--- src/rtl/plot_pkg.sv ---
// Shared constants, state encoding and helpers for the pixel-write scheduler.
package plot_pkg;

    // 160x120 screen, 3-bit colour
    localparam int X_W           = 8;
    localparam int Y_W           = 7;
    localparam int X_MAX         = 159;
    localparam int Y_MAX         = 119;
    localparam int COLOUR_W      = 3;
    localparam int SCREEN_PIXELS = (X_MAX + 1) * (Y_MAX + 1);

    typedef enum logic {
        ARB   = 1'b0,
        CLEAR = 1'b1
    } state_t;

    // Modulo-n increment used to walk the round-robin ring.
    function automatic int wrap_inc(input int v, input int n);
        return (v + 1 >= n) ? 0 : v + 1;
    endfunction

endpackage

--- src/rtl/rr_arbiter.sv ---
// Combinational round-robin pick: first eligible index strictly after ptr,
// wrapping at NUM_REQ. The pointer register lives in the caller.
module rr_arbiter #(
    parameter int NUM_REQ = 3,
    parameter int PTR_W   = $clog2(NUM_REQ)
) (
    input  logic [NUM_REQ-1:0] eligible,
    input  logic [PTR_W-1:0]   ptr,
    output logic [NUM_REQ-1:0] winner,
    output logic               valid
);
    import plot_pkg::*;

    int               idx;
    logic [PTR_W-1:0] sel;

    // Walk the ring once starting after ptr; the first hit wins.
    always_comb begin
        winner = '0;
        valid  = 1'b0;
        idx    = int'(ptr);
        sel    = '0;
        for (int i = 0; i < NUM_REQ; i++) begin
            idx = wrap_inc(idx, NUM_REQ);
            sel = PTR_W'(idx);
            if (!valid && eligible[sel]) begin
                winner[sel] = 1'b1;
                valid       = 1'b1;
            end
        end
    end

endmodule

--- src/rtl/plot_scheduler.sv ---
// Shares the VGA adapter pixel-write port between NUM_REQ round-robin
// drawing requesters and a built-in full-screen clear that preempts them.
// Every adapter write is registered; one pixel per clock at most.
module plot_scheduler #(
    parameter int NUM_REQ  = 3,
    parameter int X_W      = plot_pkg::X_W,
    parameter int Y_W      = plot_pkg::Y_W,
    parameter int X_MAX    = plot_pkg::X_MAX,
    parameter int Y_MAX    = plot_pkg::Y_MAX,
    parameter int COLOUR_W = plot_pkg::COLOUR_W
) (
    input  logic                         clk,
    input  logic                         resetn,
    input  logic [NUM_REQ-1:0]           req,
    input  logic [NUM_REQ*X_W-1:0]       req_x,
    input  logic [NUM_REQ*Y_W-1:0]       req_y,
    input  logic [NUM_REQ*COLOUR_W-1:0]  req_colour,
    output logic [NUM_REQ-1:0]           grant,
    input  logic                         clear_req,
    input  logic [COLOUR_W-1:0]          clear_colour,
    output logic                         clear_busy,
    output logic [X_W-1:0]               vga_x,
    output logic [Y_W-1:0]               vga_y,
    output logic [COLOUR_W-1:0]          vga_colour,
    output logic                         vga_plot
);
    import plot_pkg::*;

    localparam int               PTR_W  = $clog2(NUM_REQ);
    localparam logic [X_W-1:0]   X_LAST = X_W'(X_MAX);
    localparam logic [Y_W-1:0]   Y_LAST = Y_W'(Y_MAX);
    localparam logic [PTR_W-1:0] PTR_RST = PTR_W'(NUM_REQ - 1);

    typedef struct packed {
        logic [X_W-1:0]      x;
        logic [Y_W-1:0]      y;
        logic [COLOUR_W-1:0] colour;
    } pixel_t;

    // Per-requester view of the packed request buses
    pixel_t req_pix [NUM_REQ];

    for (genvar i = 0; i < NUM_REQ; i++) begin : g_unpack
        assign req_pix[i] = {req_x[i*X_W +: X_W],
                             req_y[i*Y_W +: Y_W],
                             req_colour[i*COLOUR_W +: COLOUR_W]};
    end

    state_t               state, state_n;
    logic [PTR_W-1:0]     ptr, ptr_n;
    logic [X_W-1:0]       cx, cx_n;
    logic [Y_W-1:0]       cy, cy_n;
    logic [COLOUR_W-1:0]  fill, fill_n;
    pixel_t               pix, pix_n;
    logic                 plot, plot_n;
    logic                 busy_n;
    logic [NUM_REQ-1:0]   grant_n;

    logic [NUM_REQ-1:0]   eligible;
    logic [NUM_REQ-1:0]   winner;
    logic                 win_valid;
    logic [PTR_W-1:0]     win_idx;
    pixel_t               win_pix;
    logic                 in_range;

    // A requester is masked during its own grant cycle so a held request
    // is never consumed twice.
    assign eligible = req & ~grant;

    rr_arbiter #(
        .NUM_REQ (NUM_REQ),
        .PTR_W   (PTR_W)
    ) u_arb (
        .eligible (eligible),
        .ptr      (ptr),
        .winner   (winner),
        .valid    (win_valid)
    );

    // One-hot winner to index, used for data select and the new pointer.
    always_comb begin
        win_idx = '0;
        for (int i = 0; i < NUM_REQ; i++)
            if (winner[i]) win_idx = PTR_W'(i);
    end

    assign win_pix  = req_pix[win_idx];
    assign in_range = (win_pix.x <= X_LAST) && (win_pix.y <= Y_LAST);

    // Next-state and next-output decode for ARB/CLEAR.
    always_comb begin
        state_n = state;
        ptr_n   = ptr;
        cx_n    = cx;
        cy_n    = cy;
        fill_n  = fill;
        pix_n   = pix;
        plot_n  = 1'b0;
        busy_n  = 1'b0;
        grant_n = '0;
        case (state)
            ARB: begin
                if (clear_req) begin
                    // Clear preempts; no grant on the entry edge.
                    state_n = CLEAR;
                    fill_n  = clear_colour;
                    cx_n    = '0;
                    cy_n    = '0;
                end else if (win_valid) begin
                    // Out-of-range pixels are acknowledged but not written.
                    pix_n   = win_pix;
                    plot_n  = in_range;
                    grant_n = winner;
                    ptr_n   = win_idx;
                end
            end
            CLEAR: begin
                pix_n  = {cx, cy, fill};
                plot_n = 1'b1;
                busy_n = 1'b1;
                if (cx == X_LAST) begin
                    cx_n = '0;
                    if (cy == Y_LAST) begin
                        cy_n    = '0;
                        state_n = ARB;
                    end else begin
                        cy_n = cy + Y_W'(1);
                    end
                end else begin
                    cx_n = cx + X_W'(1);
                end
            end
            default: state_n = ARB;
        endcase
    end

    // State register.
    always_ff @(posedge clk or negedge resetn) begin
        if (!resetn) state <= ARB;
        else         state <= state_n;
    end

    // Pointer, clear counters and the registered adapter outputs.
    always_ff @(posedge clk or negedge resetn) begin
        if (!resetn) begin
            ptr        <= PTR_RST;
            cx         <= '0;
            cy         <= '0;
            fill       <= '0;
            pix        <= '0;
            plot       <= 1'b0;
            clear_busy <= 1'b0;
            grant      <= '0;
        end else begin
            ptr        <= ptr_n;
            cx         <= cx_n;
            cy         <= cy_n;
            fill       <= fill_n;
            pix        <= pix_n;
            plot       <= plot_n;
            clear_busy <= busy_n;
            grant      <= grant_n;
        end
    end

    assign vga_x      = pix.x;
    assign vga_y      = pix.y;
    assign vga_colour = pix.colour;
    assign vga_plot   = plot;

endmodule

--- config.mk ---
export PLATFORM = sky130hd
export DESIGN_NAME = plot_scheduler
export DESIGN_NICKNAME = d
export VERILOG_FILES = /design/src/rtl/plot_pkg.sv /design/src/rtl/rr_arbiter.sv /design/src/rtl/plot_scheduler.sv
export SDC_FILE = /design/constraint.sdc
export NUM_CORES = 1
export LEC_CHECK = 0
export BUFFER_PORTS_ARGS = -buffer_cell sky130_fd_sc_hd__buf_2
export CAP_MARGIN = 20
export CORE_ASPECT_RATIO = 0.6
export CORE_MARGIN = 1.5
export CORE_UTILIZATION = 49
export CTS_BUF_LIST = sky130_fd_sc_hd__clkbuf_8 sky130_fd_sc_hd__clkbuf_16
export DETAILED_ROUTE_END_ITERATION = 8
export GPL_TIMING_DRIVEN = 0
export PLACE_DENSITY_LB_ADDON = 0.15
export SLEW_MARGIN = 40
export SYNTH_ARGS = -nofsm -noshare
export SYNTH_HDL_FRONTEND = slang
export SYNTH_SLANG_ARGS = --single-unit
--- constraint.sdc ---
create_clock -name clk -period 2.27 [get_ports clk]
set_input_delay 0.454 -clock clk [delete_from_list [all_inputs] [get_ports clk]]
set_output_delay 0.454 -clock clk [all_outputs]
set_load 0.005 [all_outputs]
==> results.yml, run 1 <==
cts:
  cts.root.buffer_cell: "sky130_fd_sc_hd__clkbuf_8"
  maximum_count_of_clock_buffers_along_a_single_path: 2
  clock_insertion_delay_worst_skew_ns: 0.30
  ctsHoldBuffers: 0
  cts_buffers: 5
  clkTransAtPathRegs_ns: 0.08
  clock-sinks: 44
  htreeDepth: 2
  tritoncts: "done"
setup_path:
  criticalPathCategory: "register to register"
  reg2reg_setup_slack_ns: 0.13
  timing.critical_path.arrival_ns: 2.33
  timing.critical_path.required_ns: 2.46
  timing.critical_path.from_type: "register"
  crit_fanout: 5
  critPathCaptureType: "register"
synthesis:
  synth_enable_flop_cells: 0
  synth_top_cell_area_share_pct: 43.88
  ys_seq_area_share_pct: 44.95
  yosysUniqueCellTypes: 45
  syn-num-nets: 302
  mappedNetlistArea_sq_um: 2452
  ys_dominant_reg_cell: "sky130_fd_sc_hd__dfrtp_1"
  post_synth_main_area_contributors: "sky130_fd_sc_hd__dfrtp_1, sky130_fd_sc_hd__mux2i_1, sky130_fd_sc_hd__o21ai_0, sky130_fd_sc_hd__a222oi_1, sky130_fd_sc_hd__nand2_1"
  yosys_warnings: 0
  avgSynthCellArea_sq_um: 10.35
  post-synth-top-area-cell: "sky130_fd_sc_hd__dfrtp_1"
  async_flop_share_pct: 100.0
  ys_seq_elements: 44
  postSynthCellCount: 237
drt:
  ant_nets: 0
  detail_route.drc_violations: 0
  initialDrtViolationCount: 165
  dr_total_vias: 2238
  drt-wirelength-per-cell_microns: 16.38
  drt_first_pass_iters: 7
  routed_wl_microns: 6421
  drt-vias-per-instance: 5.709
sta:
  clock_skew_ns: 0.006522
  finalHoldViolCount: 0
  max_freq_mhz: 466.7
  tightest_slew_ns: 0.5874
  tightest_hold_margin_ns: 0.1410
  final-max-slew-violation-count: 0
  grt_setup_unrepaired: "no"
  maxSlewHeadroom_pct: 60.84
  final_min_period_over_clock_period_pct: 94.39
  setup_ws_ns: 0.1274
  layout_min_cycle_time_ns: 2.143
  finalSetupViolCount: 0
floorplan:
  io_pins: 86
  coreArea_sq_um: 4683
  initial_core_util_pct: 52.36
  fp-row-count: 19
  die_area_sq_um: 5452
  die_x_microns: 94.33
  die_height_microns: 57.80
global_route:
  grt.overflow.total: 0
  antenna_violations_before_repair: 0
  grt_first_pass_wirelength_microns: 10120
  vias_in_the_first_global_route: 2073
  grt_start_max_net_pins: 45
  groute.usage.overall_pct: 24.49
run_status:
  result_of_the_run: "finished, final reports clean"
job:
  drv_cap: 0
cells_and_area:
  mostFrequentLayoutCells: "sky130_fd_sc_hd__buf_2, sky130_fd_sc_hd__dfrtp_1, sky130_fd_sc_hd__o21ai_0, sky130_fd_sc_hd__nand2_1, sky130_fd_sc_hd__nor2_1"
  diodes: 0
  mostFrequentLayoutCell: "sky130_fd_sc_hd__buf_2"
  area_growth_from_synthesis_to_layout_pct: 24.54
  post-route-util_pct: 65.22
  final_nets: 393
  final_layout_size_suffix_gt1_share_pct: 34.95
power:
  ir_drop_mv: 0.4642
  pwr_density_cell_nw_per_um2: 862.0
  p_leak_nw: 1.457
placement:
  post-place-ws_ns: -0.09819
  place.port_buffers: 85
  gp_congestion: 0.8675
  hpwl_microns: 4697
hold_path:
  worst_hold_path_type: "input pin to async pin"
power by group:
group | leakage (nW) | internal [mW] | switching [mW]
clock | 0.0538 | 0.240 | 0.267
sequential | 0.534 | 1.04 | 0.270
combinational | 0.869 | 0.453 | 0.362
cell usage after synthesis, types with 2 or more instances:
cell	instances
sky130_fd_sc_hd__o31ai_1	2
sky130_fd_sc_hd__inv_1	3
sky130_fd_sc_hd__o21ai_0	31
sky130_fd_sc_hd__a211oi_2	2
sky130_fd_sc_hd__nand2b_1	10
sky130_fd_sc_hd__clkbuf_1	8
sky130_fd_sc_hd__a222oi_1	8
sky130_fd_sc_hd__and3_1	3
sky130_fd_sc_hd__nand3_1	9
sky130_fd_sc_hd__mux2_2	4
sky130_fd_sc_hd__a31oi_1	2
sky130_fd_sc_hd__a21oi_1	2
sky130_fd_sc_hd__xnor2_1	3
sky130_fd_sc_hd__ha_1	2
sky130_fd_sc_hd__nor2_1	20
sky130_fd_sc_hd__xor2_1	3
sky130_fd_sc_hd__dfrtp_1	43
sky130_fd_sc_hd__a221o_1	6
sky130_fd_sc_hd__a211oi_1	5
sky130_fd_sc_hd__o21ai_1	2
sky130_fd_sc_hd__a22oi_1	4
sky130_fd_sc_hd__buf_2	2
sky130_fd_sc_hd__nand2_1	21
sky130_fd_sc_hd__mux2i_1	17
sky130_fd_sc_hd__nor2b_1	3
sky130_fd_sc_hd__buf_12	2
sky130_fd_sc_hd__and4_1	2
flip-flops by register name (all words and copies together) (netlist names):
signal / count
cy: 7
fill: 3
grant: 3
state: 1
vga_y: 7
vga_plot: 1
vga_colour: 3
cx: 8
vga_x: 8
clear_busy: 1
ptr: 2
metrics by stage:
stage	instance area, sq um	setup TNS, ns	cells	total power [mW]
after global placement	2957	-0.08119	385	2.089
after floorplan	2452	0	237	1.777
final	3054	0	392	2.633
after CTS	3049	0	393	2.640
after global routing	3054	0	392	2.801
after detailed placement	2959	-0.7167	385	2.125
kinds of logic after synthesis:
logic type               share of synthesized area [%]
AND/OR/NAND/NOR                                  15.77
AO/OA/AOI/OAI                                    22.45
flip-flops                                       44.95
multiplexers                                     9.948
buffers and inverters                            3.725
XOR/XNOR                                         2.143
adder cells (fa/ha/maj)                          1.020
layout make-up:
class                           count  area [sq um]
Fill cell                         387          1629
Inverter                            3         11.26
Timing Repair Buffer               85         427.9
Clock inverter                      2         7.507
Multi-Input combinational cell    178          1267
Tap cell                           63         78.83
Buffer                             11         76.32
Sequential cell                    44          1102
Clock buffer                        6         82.58
final timing paths:
| kind | from | endpoint | cells after the start |
|---|---|---|---|
| min in group clk | req_y[15] | vga_y[1] | 3 |
| max in group asynchronous | resetn | ptr[1] | 1 |
| worst min-delay path | resetn | clear_busy | 1 |
| worst min register to register | state | clear_busy | 0 |
| worst max register to register | ptr[1] | vga_y[4] | 6 |
| worst max-delay path | ptr[1] | vga_y[4] | 6 |
routing by layer:
metal  routed length [microns]  vias up  GRT usage (%)
li1                          -     1076              -
met1                      3206     1073          36.22
met2                      2785       77          37.00
met3                       352       12          5.774
met4                        76        0          5.117
met5                         0        -              0
repair_timing:
| item | in CTS | in global routing |
|---|---|---|
| gates resized for setup | 0 | 2 |
| endpoints found under the setup margin | 0 | 10 |
| setup buffers | 0 | 0 |
worst max-delay path, stage by stage, from the launching register on:
cell and delay, ns:
sky130_fd_sc_hd__dfstp_2 0.40, sky130_fd_sc_hd__or3b_4 0.41, sky130_fd_sc_hd__a41oi_4 0.27, sky130_fd_sc_hd__mux2_4 0.34, sky130_fd_sc_hd__mux2i_2 0.24, sky130_fd_sc_hd__o21ai_0 0.11, sky130_fd_sc_hd__mux2_2 0.26
No activity file was read; power rests on OpenSTA's default activity.
==> run 2: changes to the inputs <==
- RECOVER_POWER: default -> 50
- SETUP_SLACK_MARGIN: default -> 0.15
==> results.yml, run 2 (synthesis results as in run 1) <==
run_status:
  result_of_the_run: "finished, final reports clean"
sta:
  final_min_period_over_clock_period_pct: 90.06
  max_freq_mhz: 489.1
  tightest_slew_ns: 1.077
  clock_skew_ns: 0.003046
  final-max-slew-violation-count: 0
  layout_min_cycle_time_ns: 2.044
  finalHoldViolCount: 0
  finalSetupViolCount: 0
  maxSlewHeadroom_pct: 28.20
  setup_total_negative_slack_ns: 0
  grt_setup_unrepaired: "yes"
cells_and_area:
  filler_cell_count: 391
  final_nets: 395
  multiInputGateArea_sq_um: 1287
  mostFrequentLayoutCells: "sky130_fd_sc_hd__buf_2, sky130_fd_sc_hd__dfrtp_1, sky130_fd_sc_hd__o21ai_0, sky130_fd_sc_hd__nand2_1, sky130_fd_sc_hd__nor2_1"
  area_growth_from_synthesis_to_layout_pct: 26.07
  seqCellArea_sq_um: 1102
  mostFrequentLayoutCell: "sky130_fd_sc_hd__buf_2"
  final_layout_size_suffix_gt1_share_pct: 36.56
  final_design_area_no_fill_sq_um: 3092
  diodes: 0
cts:
  tritoncts: "done"
  maximum_count_of_clock_buffers_along_a_single_path: 2
  ctsHoldBuffers: 0
  clock-sinks: 44
  cts_buffers: 5
  htreeDepth: 2
  clkTransAtPathRegs_ns: 0.08
  cts.root.buffer_cell: "sky130_fd_sc_hd__clkbuf_8"
  clock_insertion_delay_worst_skew_ns: 0.30
global_route:
  grt.overflow.total: 0
  vias_in_the_first_global_route: 2154
  groute.usage.overall_pct: 24.33
  grt_first_pass_wirelength_microns: 9991
  antenna_violations_before_repair: 0
  grt_start_max_net_pins: 45
floorplan:
  coreArea_sq_um: 4683
  die_x_microns: 94.33
  die_height_microns: 57.80
  fp-row-count: 19
  initial_core_util_pct: 52.36
  die_area_sq_um: 5452
  io_pins: 86
drt:
  ant_nets: 0
  drt-vias-per-instance: 5.706
  initialDrtViolationCount: 154
  detail_route.drc_violations: 0
  drt_first_pass_iters: 5
  drt-wirelength-per-cell_microns: 15.52
  routed_wl_microns: 6114
  dr_total_vias: 2248
setup_path:
  crit_fanout: 10
  criticalPathCategory: "register to register"
  timing.critical_path.required_ns: 2.44
  path_cells: "nand2b_1, a31oi_1, nor2_2, clkbuf_1, a222oi_1, o21ai_0"
  timing.critical_path.arrival_ns: 2.21
  crit_path_max_incr_delay_ns: 0.41
  crit_path_top_delay_cell: "sky130_fd_sc_hd__a222oi_1"
  reg2reg_setup_slack_ns: 0.23
  timing.critical_path.from_type: "register"
  critPathCaptureType: "register"
hold_path:
  worst_hold_path_type: "input pin to async pin"
power:
  ir_drop_mv: 0.4321
  pwr_density_cell_nw_per_um2: 850.2
  p_leak_nw: 1.467
job:
  drv_cap: 0
placement:
  place.port_buffers: 85
  hpwl_microns: 4638
  gp_congestion: 0.8665
  placed_area_sq_um: 2959
## run 2: changes by cell type in the layout (fill, tap and decap cells not counted)
cell                       before  now
sky130_fd_sc_hd__clkbuf_1       7    6
sky130_fd_sc_hd__mux2i_4        0    1
sky130_fd_sc_hd__buf_6          0    1
sky130_fd_sc_hd__o21ai_2        1    2
sky130_fd_sc_hd__mux2i_1       17   15
sky130_fd_sc_hd__o21ai_1        2    1
sky130_fd_sc_hd__clkbuf_2       0    2
sky130_fd_sc_hd__mux2i_2        1    2
## run 2: timing repair
action	CTS	global route
setup buffers	2	0
endpoints found under the setup margin	9	12
resized for setup	1	8
pin swaps	1	0
## run 2: layout make-up
cell class | instances | area share [%]
clock inverter | 2 | 0.2428
multi-input combinational | 178 | 41.64
timing repair buffer | 87 | 14.37
clock buffer | 6 | 2.671
sequential | 44 | 35.65
buffer | 11 | 2.509
tap | 63 | 2.550
inverter | 3 | 0.3642
## run 2: path summary, 6_finish.rpt
check,start,end,depth (start not counted)
setup / recovery,grant[0],vga_x[3],6
hold / removal,resetn,vga_colour[0],1
setup reg to reg,grant[0],vga_x[3],6
hold reg to reg,state,clear_busy,0
max in group asynchronous,resetn,cy[0],1
min in group clk,req_y[15],vga_y[1],3
## run 2: critical path, delay by kind of cell, from the launching register on
kind	cells	cell delay (ns)
AO/OA/AOI/OAI	3	0.82
buffers and inverters	1	0.30
flip-flops	1	0.39
AND/OR/NAND/NOR	2	0.39
## run 2: layer usage
| layer | track usage [%] | wire length [microns] | up-vias | part of all wire [%] |
|---|---|---|---|---|
| met2 | 36.18 | 2665 | 85 | 44 |
| met1 | 35.40 | 2868 | 1077 | 47 |
| met3 | 5.643 | 492 | 10 | 8.0 |
| met4 | 7.889 | 87 | 0 | 1.4 |
| li1 | - | - | 1076 | - |
| met5 | 0 | 0 | - | 0 |
## run 2: power breakdown
| part | internal [mW] | leakage (nW) | switching [mW] |
|---|---|---|---|
| Sequential | 1.04 | 0.534 | 0.261 |
| Clock | 0.239 | 0.0538 | 0.262 |
| Combinational | 0.466 | 0.879 | 0.360 |
## run 2: per-stage QoR
step           power, mW  hold slack, ns  setup WS (ns)  util (%)  instances
4_1_cts            2.637          0.1491         0.1494     65.48        394
6_report           2.629          0.3361         0.2255     66.02        394
2_1_floorplan      1.777          0.1584         0.2029         -        237
5_1_grt            2.839          0.3745         0.1386     66.02        394
3_5_place_dp       2.128          0.4567       -0.05397     63.18        385
3_3_place_gp       2.092          0.4428       -0.04963     63.13        385
==> run 3: changes to the inputs <==
- CORE_UTILIZATION: 49 -> 50
- CTS_CLUSTER_SIZE: default -> 8
- SLEW_MARGIN: 40 -> default
==> results.yml, run 3 (synthesis results as in run 1) <==
setup_path:
  worstRegToRegCells: 7
  reg2reg_setup_slack_ns: 0.27
  timing.rr.start: "ptr[1]"
  timing.critical_path.arrival_ns: 2.18
  worst_flop_to_flop_path_endpoint: "vga_x[6]"
  critPathCaptureType: "register"
  timing.critical_path.required_ns: 2.45
  timing.critical_path.from_type: "register"
  criticalPathCategory: "register to register"
  crit_fanout: 10
cells_and_area:
  final_layout_size_suffix_gt1_share_pct: 35.95
  diodes: 0
  area_growth_from_synthesis_to_layout_pct: 26.53
  filler_cell_count: 397
  mostFrequentLayoutCells: "sky130_fd_sc_hd__buf_2, sky130_fd_sc_hd__dfrtp_1, sky130_fd_sc_hd__o21ai_0, sky130_fd_sc_hd__nand2_1, sky130_fd_sc_hd__nor2_1"
  mostFrequentLayoutCell: "sky130_fd_sc_hd__buf_2"
  final_nets: 395
sta:
  tightest_slew_ns: 1.080
  final-max-slew-violation-count: 0
  tightest_hold_margin_ns: 0.3413
  layout_min_cycle_time_ns: 1.996
  max_freq_mhz: 500.9
  final_min_period_over_clock_period_pct: 87.95
  finalHoldViolCount: 0
  maxSlewHeadroom_pct: 27.99
  grt_setup_unrepaired: "no"
  clock_skew_ns: 0.003831
  finalSetupViolCount: 0
cts:
  clock-sinks: 44
  cts.root.buffer_cell: "sky130_fd_sc_hd__clkbuf_8"
  maximum_count_of_clock_buffers_along_a_single_path: 2
  tritoncts: "done"
  cts_buffers: 5
  clock_insertion_delay_worst_skew_ns: 0.29
  htreeDepth: 2
  clkTransAtPathRegs_ns: 0.08
global_route:
  groute.usage.overall_pct: 24.37
  grt_first_pass_wirelength_microns: 9991
  grt_start_max_net_pins: 45
  vias_in_the_first_global_route: 2091
  antenna_violations_before_repair: 0
  grt.overflow.total: 0
drt:
  routed_wl_microns: 6142
  drt-wirelength-per-cell_microns: 15.59
  detail_route.drc_violations: 0
  dr_total_vias: 2236
  ant_nets: 0
  drt-vias-per-instance: 5.675
  drt_first_pass_iters: 4
  initialDrtViolationCount: 198
power:
  power_mw: 2.716
  p_leak_nw: 1.472
  pwr_density_cell_nw_per_um2: 875.3
  ir_drop_mv: 0.6106
placement:
  place.port_buffers: 85
  hpwl_microns: 4578
  gp_congestion: 0.8385
floorplan:
  die_x_microns: 93.41
  die_area_sq_um: 5347
  initial_core_util_pct: 52.90
  coreArea_sq_um: 4636
  fp-row-count: 19
  io_pins: 86
  die_height_microns: 57.25
job:
  drv_cap: 0
hold_path:
  worst_hold_path_type: "input pin to async pin"
run_status:
  result_of_the_run: "finished, final reports clean"
[run 3: what timing repair did]
item,in CTS,in global routing
gates resized for setup,2,6
hold buffers,0,0
buffers inserted,1,1
pin swaps,1,1
hold endpoints to repair,0,0
endpoints found under the setup margin,11,10
[run 3: layer usage]
layer	GRT usage [%]	wire, microns	up-vias	share of wire, %
li1	-	-	1082	-
met1	36.43	3026	1067	49
met2	36.65	2635	83	43
met3	5.200	449	4	7.3
met4	5.195	30	0	0.49
met5	0	0	-	0
[run 3: worst max-delay path by stage]
| stage | start | to | slack, ns | depth (start not counted) |
|---|---|---|---|---|
| 2_1_floorplan | req[2] | vga_y[4] | 0.20 | 6 |
| 3_3_place_gp | req[0] | vga_y[1] | -0.004 | 8 |
| 3_5_place_dp | req[0] | vga_y[1] | -0.09 | 8 |
| 4_1_cts | ptr[1] | vga_y[4] | 0.19 | 6 |
| 5_1_grt | grant[1] | vga_y[1] | 0.15 | 6 |
| 6_report | ptr[1] | vga_x[6] | 0.27 | 7 |
[run 3: layout make-up]
cell class | count | area, sq um | share of cell area [%]
multi-input combinational | 178 | 1284 | 41.37
clock buffer | 5 | 68.82 | 2.218
timing repair buffer | 87 | 441.7 | 14.23
inverter | 3 | 11.26 | 0.3629
tap | 63 | 78.83 | 2.540
clock inverter | 3 | 38.79 | 1.250
sequential | 44 | 1102 | 35.52
buffer | 11 | 77.57 | 2.500
[run 3: power by group]
part / switching (mW) / total, mW / internal [mW]
sequential: 0.265 / 1.31 / 1.04
clock: 0.264 / 0.586 / 0.322
combinational: 0.363 / 0.824 / 0.461
[run 3: metrics by stage]
step           area [sq um]  worst slack (ns)  util [%]  instances  setup TNS, ns
2_1_floorplan          2452            0.2029         -        237              0
3_3_place_gp           2957         -0.004031     63.78        385       -0.01396
3_5_place_dp           2957          -0.09206     63.78        385        -0.5860
4_1_cts                3077            0.1907     66.37        393              0
5_1_grt                3103            0.1549     66.94        394              0
6_report               3103            0.2736     66.94        394              0
[run 3: critical path, stage by stage, from the launching register on]
cell and delay [ns]:
sky130_fd_sc_hd__dfstp_2 0.40, sky130_fd_sc_hd__or3b_4 0.41, sky130_fd_sc_hd__a41oi_4 0.20, sky130_fd_sc_hd__buf_6 0.15
sky130_fd_sc_hd__buf_12 0.14, sky130_fd_sc_hd__mux2i_1 0.19, sky130_fd_sc_hd__a211oi_1 0.11, sky130_fd_sc_hd__a221o_1 0.29
